$ cat src/rtl/chirp_phase_inc_gen_if.sv
// rtl/chirp_phase_inc_gen_if.sv - settings bus and phase-increment stream for chirp_phase_inc_gen
interface chirp_phase_inc_gen_if;
  logic        set_stb;
  logic [7:0]  set_addr;
  logic [31:0] set_data;
  logic [15:0] tdata;
  logic        tlast;
  logic        tvalid;
  logic        tready;

  modport master (
    output set_stb, set_addr, set_data, tready,
    input  tdata, tlast, tvalid
  );

  modport slave (
    input  set_stb, set_addr, set_data, tready,
    output tdata, tlast, tvalid
  );
endinterface

$ cat src/rtl/chirp_phase_inc_gen.sv
// rtl/chirp_phase_inc_gen.sv - stepped linear sweep of phase increments on an output stream
// Optional CHIRP_GEN_FINAL_CLAMP_EN: an overshooting sweep emits stop as its final value.
module chirp_phase_inc_gen (
  input  logic                        clk,
  input  logic                        rst,
  input  logic                        clear_i,
  input  logic                        enable_i,
  chirp_phase_inc_gen_if.slave        bus
);
  localparam logic [7:0] SR_START_ADDR = 8'd131;
  localparam logic [7:0] SR_STOP_ADDR  = 8'd132;
  localparam logic [7:0] SR_STEP_ADDR  = 8'd133;
  localparam logic [7:0] SR_DWELL_ADDR = 8'd134;
  localparam logic [7:0] SR_CTRL_ADDR  = 8'd135;

  typedef enum logic {IDLE, RUN} state_t;

  state_t             state_q, state_d;
  logic signed [15:0] start_q, start_d, stop_q, stop_d, cur_q, cur_d;
  logic [15:0]        step_q, step_d, dwell_q, dwell_d, cnt_q, cnt_d;
  logic               cont_q, cont_d, tlast_q, tlast_d;
  logic               go, beat;
  logic               unused_set_data;

  assign unused_set_data = ^bus.set_data[31:16];

  function automatic logic [15:0] dwell_max(input logic [15:0] dwell);
    return (dwell == 16'd0) ? 16'd0 : dwell - 16'd1;
  endfunction

  // Widened arithmetic so stepping past +/-32768 compares correctly against stop.
  function automatic logic signed [17:0] raw_next(input logic signed [15:0] cur,
                                                  input logic signed [15:0] start,
                                                  input logic signed [15:0] stop,
                                                  input logic [15:0]        step);
    logic signed [17:0] c, s;
    c = $signed({{2{cur[15]}}, cur});
    s = $signed({2'b00, step});
    return (stop >= start) ? c + s : c - s;
  endfunction

  function automatic logic overshoot(input logic signed [15:0] cur,
                                     input logic signed [15:0] start,
                                     input logic signed [15:0] stop,
                                     input logic [15:0]        step);
    logic signed [17:0] nx, se;
    nx = raw_next(cur, start, stop, step);
    se = $signed({{2{stop[15]}}, stop});
    return (stop >= start) ? (nx > se) : (nx < se);
  endfunction

  function automatic logic is_last(input logic signed [15:0] cur,
                                   input logic signed [15:0] start,
                                   input logic signed [15:0] stop,
                                   input logic [15:0]        step);
`ifdef CHIRP_GEN_FINAL_CLAMP_EN
    return (cur == stop) || (step == 16'd0);
`else
    return (cur == stop) || (step == 16'd0) || overshoot(cur, start, stop, step);
`endif
  endfunction

  function automatic logic signed [15:0] next_val(input logic signed [15:0] cur,
                                                  input logic signed [15:0] start,
                                                  input logic signed [15:0] stop,
                                                  input logic [15:0]        step);
    logic signed [17:0] nx;
    nx = raw_next(cur, start, stop, step);
`ifdef CHIRP_GEN_FINAL_CLAMP_EN
    return overshoot(cur, start, stop, step) ? stop : nx[15:0];
`else
    return nx[15:0];
`endif
  endfunction

  always_comb begin
    start_d = start_q;
    stop_d  = stop_q;
    step_d  = step_q;
    dwell_d = dwell_q;
    cont_d  = cont_q;
    go      = 1'b0;
    if (bus.set_stb) begin
      case (bus.set_addr)
        SR_START_ADDR: start_d = bus.set_data[15:0];
        SR_STOP_ADDR:  stop_d  = bus.set_data[15:0];
        SR_STEP_ADDR:  step_d  = bus.set_data[15:0];
        SR_DWELL_ADDR: dwell_d = bus.set_data[15:0];
        SR_CTRL_ADDR: begin
          cont_d = bus.set_data[1];
          go     = bus.set_data[0];
        end
        default: ;
      endcase
    end
  end

  always_comb begin
    state_d = state_q;
    cur_d   = cur_q;
    cnt_d   = cnt_q;
    beat    = (state_q == RUN) && enable_i && bus.tready;
    if (beat) begin
      if (cnt_q < dwell_max(dwell_q)) begin
        cnt_d = cnt_q + 16'd1;
      end else if (!is_last(cur_q, start_q, stop_q, step_q)) begin
        cur_d = next_val(cur_q, start_q, stop_q, step_q);
        cnt_d = 16'd0;
      end else if (cont_q) begin
        cur_d = start_q;
        cnt_d = 16'd0;
      end else begin
        state_d = IDLE;
      end
    end
    if (go) begin
      state_d = RUN;
      cur_d   = start_q;
      cnt_d   = 16'd0;
    end
    if (clear_i) begin
      state_d = IDLE;
    end
    // tlast is registered from the values the next cycle will present.
    tlast_d = (state_d == RUN) && is_last(cur_d, start_d, stop_d, step_d)
              && (cnt_d == dwell_max(dwell_d));
  end

  always_ff @(posedge clk or posedge rst) begin
    if (rst) begin
      state_q <= IDLE;
      start_q <= '0;
      stop_q  <= '0;
      step_q  <= '0;
      dwell_q <= '0;
      cont_q  <= 1'b0;
      cur_q   <= '0;
      cnt_q   <= '0;
      tlast_q <= 1'b0;
    end else begin
      state_q <= state_d;
      start_q <= start_d;
      stop_q  <= stop_d;
      step_q  <= step_d;
      dwell_q <= dwell_d;
      cont_q  <= cont_d;
      cur_q   <= cur_d;
      cnt_q   <= cnt_d;
      tlast_q <= tlast_d;
    end
  end

  assign bus.tdata  = cur_q;
  assign bus.tlast  = tlast_q;
  assign bus.tvalid = (state_q == RUN) && enable_i;
endmodule

$ cat src/flat_wrapper.sv
// flat-port wrapper written by rule: the top's interface ports become plain ports
module chirp_phase_inc_gen_flat 
  (clk, rst, clear_i, enable_i, bus_set_stb, bus_set_addr, bus_set_data, bus_tready, bus_tdata, bus_tlast, bus_tvalid);
  chirp_phase_inc_gen_if bus_i ();
  input  logic clk;
  input  logic rst;
  input  logic clear_i;
  input  logic enable_i;
  input wire logic [$bits(bus_i.set_stb)-1:0] bus_set_stb;
  input wire logic [$bits(bus_i.set_addr)-1:0] bus_set_addr;
  input wire logic [$bits(bus_i.set_data)-1:0] bus_set_data;
  input wire logic [$bits(bus_i.tready)-1:0] bus_tready;
  output wire logic [$bits(bus_i.tdata)-1:0] bus_tdata;
  output wire logic [$bits(bus_i.tlast)-1:0] bus_tlast;
  output wire logic [$bits(bus_i.tvalid)-1:0] bus_tvalid;
  assign bus_i.set_stb = bus_set_stb;
  assign bus_i.set_addr = bus_set_addr;
  assign bus_i.set_data = bus_set_data;
  assign bus_i.tready = bus_tready;
  assign bus_tdata = bus_i.tdata;
  assign bus_tlast = bus_i.tlast;
  assign bus_tvalid = bus_i.tvalid;
  chirp_phase_inc_gen u_core (.clk(clk), .rst(rst), .clear_i(clear_i), .enable_i(enable_i), .bus(bus_i));
endmodule
$ cat config.mk
export PLATFORM = sky130hd
export DESIGN_NAME = chirp_phase_inc_gen_flat
export DESIGN_NICKNAME = d
export VERILOG_FILES = /design/src/rtl/chirp_phase_inc_gen_if.sv /design/src/rtl/chirp_phase_inc_gen.sv /design/src/flat_wrapper.sv
export SDC_FILE = /design/constraint.sdc
export NUM_CORES = 1
export LEC_CHECK = 0
export CAP_MARGIN = 20
export CORE_MARGIN = 4
export CORE_UTILIZATION = 43
export DETAILED_ROUTE_END_ITERATION = 12
export GPL_ROUTABILITY_DRIVEN = 0
export PLACE_DENSITY_LB_ADDON = 0.25
export SLEW_MARGIN = 20
export SYNTH_ARGS = -nofsm -noshare
export SYNTH_HDL_FRONTEND = slang
export SYNTH_SLANG_ARGS = --single-unit
$ cat constraint.sdc
create_clock -name clk -period 12.8 [get_ports clk]
set_input_delay 2.56 -clock clk [delete_from_list [all_inputs] [get_ports clk]]
set_output_delay 2.56 -clock clk [all_outputs]
set_load 0.1 [all_outputs]
==> impl_metrics.py <==
metrics = {
    "status": {
        "outcome": "completed",
    },
    "setup_path": {
        "worst-endpoint-arrival_ns": 12.37,
        "required_ns": 13.05,
        "critPathCaptureType": "register",
        "reg2reg_setup_slack_ns": 0.68,
        "slowest_stage": "or3_1",
        "r2r-start": "u_core.start_q[13]",
        "setup.worst_path.start": "u_core.start_q[13]",
        "cp_max_fo": 10,
        "crit_type": "register to register",
        "worst_path_largest_cell_delay_ns": 0.43,
        "r2r_cells": 60,
        "startpoint_type": "register",
        "r2r_end": "u_core.bus.tlast",
    },
    "sta": {
        "finalMaxSlewViolations": 0,
        "worst_slew_margin_rel": 0.331,
        "finalSetupViolations": 0,
        "period_minus_slack_ns": 12.12,
        "period_share": 0.947,
        "fmax_mhz": 82.5,
        "tightest_slew_ns": 0.992,
        "setup_tns_ns": 0,
        "hold_ws_ns": 0.573,
        "skew_ns": 0.00942,
        "hold_viol": 0,
    },
    "placement": {
        "port_buffers": 47,
        "place_area_mm2": 0.0117,
        "dp_cells": 1705,
        "dp_hpwl_mm": 29.7,
    },
    "logic_synthesis": {
        "synth_ff_type": "dfrtp_1",
        "synth_nets": 1511,
        "syn_inst": 1340,
        "syn_avg_cell_area_um2": 7.99,
        "synth-xor-area-share": 0.0933,
        "synth_compound_area_frac": 0.215,
        "synth_cell_types": 84,
        "netlist_area_mm2": 0.0107,
        "synth-simple-area-share": 0.199,
        "ys_ff_latch": 99,
        "async_reset_ff_frac": 1.00,
        "muxShareOfSynthArea": 0.0515,
        "synth_top_family_by_area": "compound AO/OA/AOI/OAI gates",
        "ys_warn_count": 0,
        "synthAdderAreaFrac": 0.147,
        "yosysTopAreaCell": "dfrtp_1",
        "synth_edf_count": 0,
        "synth-seq-area-share": 0.231,
        "ys_top_cells_by_area": "dfrtp_1, ha_1, xnor2_1, nand2_1, inv_1",
        "yosys.area.top_type_share": 0.231,
    },
    "finish": {
        "post-route-util": 0.495,
        "multi_input_area_mm2": 0.00768,
        "fin_cells": 1722,
        "drive_gt1_frac": 0.0773,
        "area_growth_pct": 12.8,
        "fin_nets": 1565,
        "fin_area_mm2": 0.0121,
        "n_fill_cell": 2430,
        "num_antenna_cells": 0,
        "seq_area_mm2": 0.00248,
    },
    "route": {
        "drtAntennaViolNets": 0,
        "initialDrtViolationCount": 1114,
        "detail_route.first_pass.iterations": 7,
        "viasPerCell": 6.17,
        "wl_per_cell_um": 21.9,
        "wirelength_mm": 37.7,
        "drc": 0,
        "via_count": 10600,
    },
    "grt": {
        "grt_pass1_vias": 10400,
        "grt-ovfl-total": 0,
        "grt_usage": 0.265,
        "grt_max_degree": 53,
        "grt_antenna_before_repair": 0,
        "grt_pass1_wl_mm": 57.9,
    },
    "floorplan": {
        "die_x_um": 166,
        "dieArea_mm2": 0.0275,
        "ios": 64,
        "coreArea_mm2": 0.0244,
        "initial_core_util": 0.439,
        "die_height_um": 166,
        "rows": 57,
    },
    "power_and_ir_drop": {
        "leakagePower_nw": 5.77,
        "powerDensity_mw_per_mm2": 124,
        "vdd_drop_max_mv": 0.0693,
    },
    "cts": {
        "cts_tree": "built",
        "clockBufferDepth": 2,
        "clock_latency_ns": 0.37,
        "root_buffer": "clkbuf_16",
        "clkTransAtPathRegs_ns": 0.08,
        "clock-sinks": 99,
        "numCtsBuffers": 9,
        "cts_max_level": 3,
    },
    "flow_run": {
        "drv_cap": 0,
    },
    "hold_path": {
        "whs_path_depth": 2,
        "min_path_type": "register to register",
        "min-delay-start": "u_core.dwell_q[1]",
        "min_to": "u_core.dwell_q[1]",
    },
}
[flip-flops by register name, indices dropped and copies added (netlist names)]
name	count
u_core.bus.tlast	1
u_core.dwell_q	16
u_core.stop_q	16
u_core.state_q	1
u_core.cnt_q	16
u_core.step_q	16
u_core.bus.tdata	16
u_core.cont_q	1
u_core.start_q	16
[routing by layer]
layer	vias up	global-route usage	wire, um	share of wire
met3	122	0.0409	2880	0.077
met1	5060	0.338	15300	0.40
li1	4944	-	-	-
met4	0	0.122	1980	0.053
met2	502	0.442	17600	0.47
met5	-	0	0	0
[cell usage in the layout, fill, tap and decap left out, types with 5 or more instances in the layout]
cell type,synthesis,final
a31oi_1,16,16
nor3_1,45,41
o2111ai_1,5,5
clkbuf_16,0,9
mux2_2,10,9
nand4_1,22,22
a211oi_1,12,11
o21ai_1,2,5
nand2b_1,10,10
and2_1,9,8
nor2_1,92,92
a21oi_1,82,76
nor4_1,19,19
o211ai_1,6,6
o22ai_1,17,16
clkdlybuf4s50_1,0,47
inv_1,118,117
nor2b_1,12,12
or3_1,15,15
o31ai_1,5,5
and3_1,13,13
o21a_1,13,13
xor2_1,36,36
buf_4,3,43
xnor2_1,78,78
a21oi_2,0,6
mux2i_1,41,41
o21bai_1,12,12
and4_1,6,6
nand3_1,35,34
a21o_1,26,26
o21ai_0,81,76
dfrtp_1,99,99
nand2_1,132,132
a22oi_1,8,8
ha_1,123,123
a221oi_1,7,7
[layout make-up]
| type | instances | share of cell area |
|---|---|---|
| repair buffers | 90 | 0.0657 |
| multi-input cells | 1076 | 0.635 |
| inverters | 118 | 0.0369 |
| well taps | 324 | 0.0336 |
| clock inverters | 6 | 0.00476 |
| flip-flops and latches | 99 | 0.205 |
| clock buffers | 9 | 0.0186 |
[synth_stat cells, types with 15 or more instances]
cell type    n
or3_1       15
nor2_1      92
nand4_1     22
a21o_1      26
dfrtp_1     99
nor4_1      19
ha_1       123
inv_1      118
a31oi_1     16
xor2_1      36
clkbuf_1    29
mux2i_1     41
nand2_1    132
o22ai_1     17
xnor2_1     78
o21ai_0     81
nor3_1      45
nand3_1     35
a21oi_1     82
[cell families (layout without fill, tap and decap cells)]
| group | count (synthesis) | count (layout) |
|---|---|---|
| adder cells (fa/ha/maj) | 125 | 125 |
| AO/OA/AOI/OAI | 350 | 350 |
| flip-flops | 99 | 99 |
| multiplexers | 53 | 53 |
| XOR/XNOR | 114 | 114 |
| buffers and inverters | 165 | 223 |
| AND/OR/NAND/NOR | 434 | 434 |
[worst max-delay path: cells and delay by family (launching register included)]
| kind | cells | cell delay [ns] |
|---|---|---|
| xor+xnor | 2 | 0.27 |
| flops | 1 | 0.42 |
| mux | 3 | 0.68 |
| buf+inv | 2 | 0.34 |
| compound gates | 32 | 5.78 |
| fa+ha+maj | 6 | 1.84 |
| simple gates | 15 | 2.64 |
[worst max-delay path by stage]
stage          cells after the start  slack [ns]                to
2_1_floorplan                     64        1.71  u_core.bus.tlast
5_1_grt                           59      -0.009  u_core.bus.tlast
6_report                          60        0.68  u_core.bus.tlast
4_1_cts                           59        0.05  u_core.bus.tlast
3_5_place_dp                      59        0.04  u_core.bus.tlast
3_3_place_gp                      59        0.21  u_core.bus.tlast
[repair_timing]
item / in CTS / in global routing
setup buffers: 0 / 2
pin swaps: 0 / 5
gates resized for setup: 1 / 22
setup endpoints to repair: 1 / 1
gates cloned: 0 / 0
hold buffers: 0 / 0
[report_power, final]
group	internal (mW)	switching (mW)
clock	0.136	0.145
combinational	0.352	0.507
sequential	0.329	0.0306
[stage by stage]
| step | power, mW | worst slack [ns] |
|---|---|---|
| global route | 1.60 | -0.00860 |
| floorplan | 0.953 | 1.71 |
| finish | 1.50 | 0.678 |
| global placement | 1.17 | 0.214 |
| CTS | 1.47 | 0.0478 |
| detailed placement | 1.19 | 0.0418 |
Note: power is estimated with default switching activity, not from simulation.
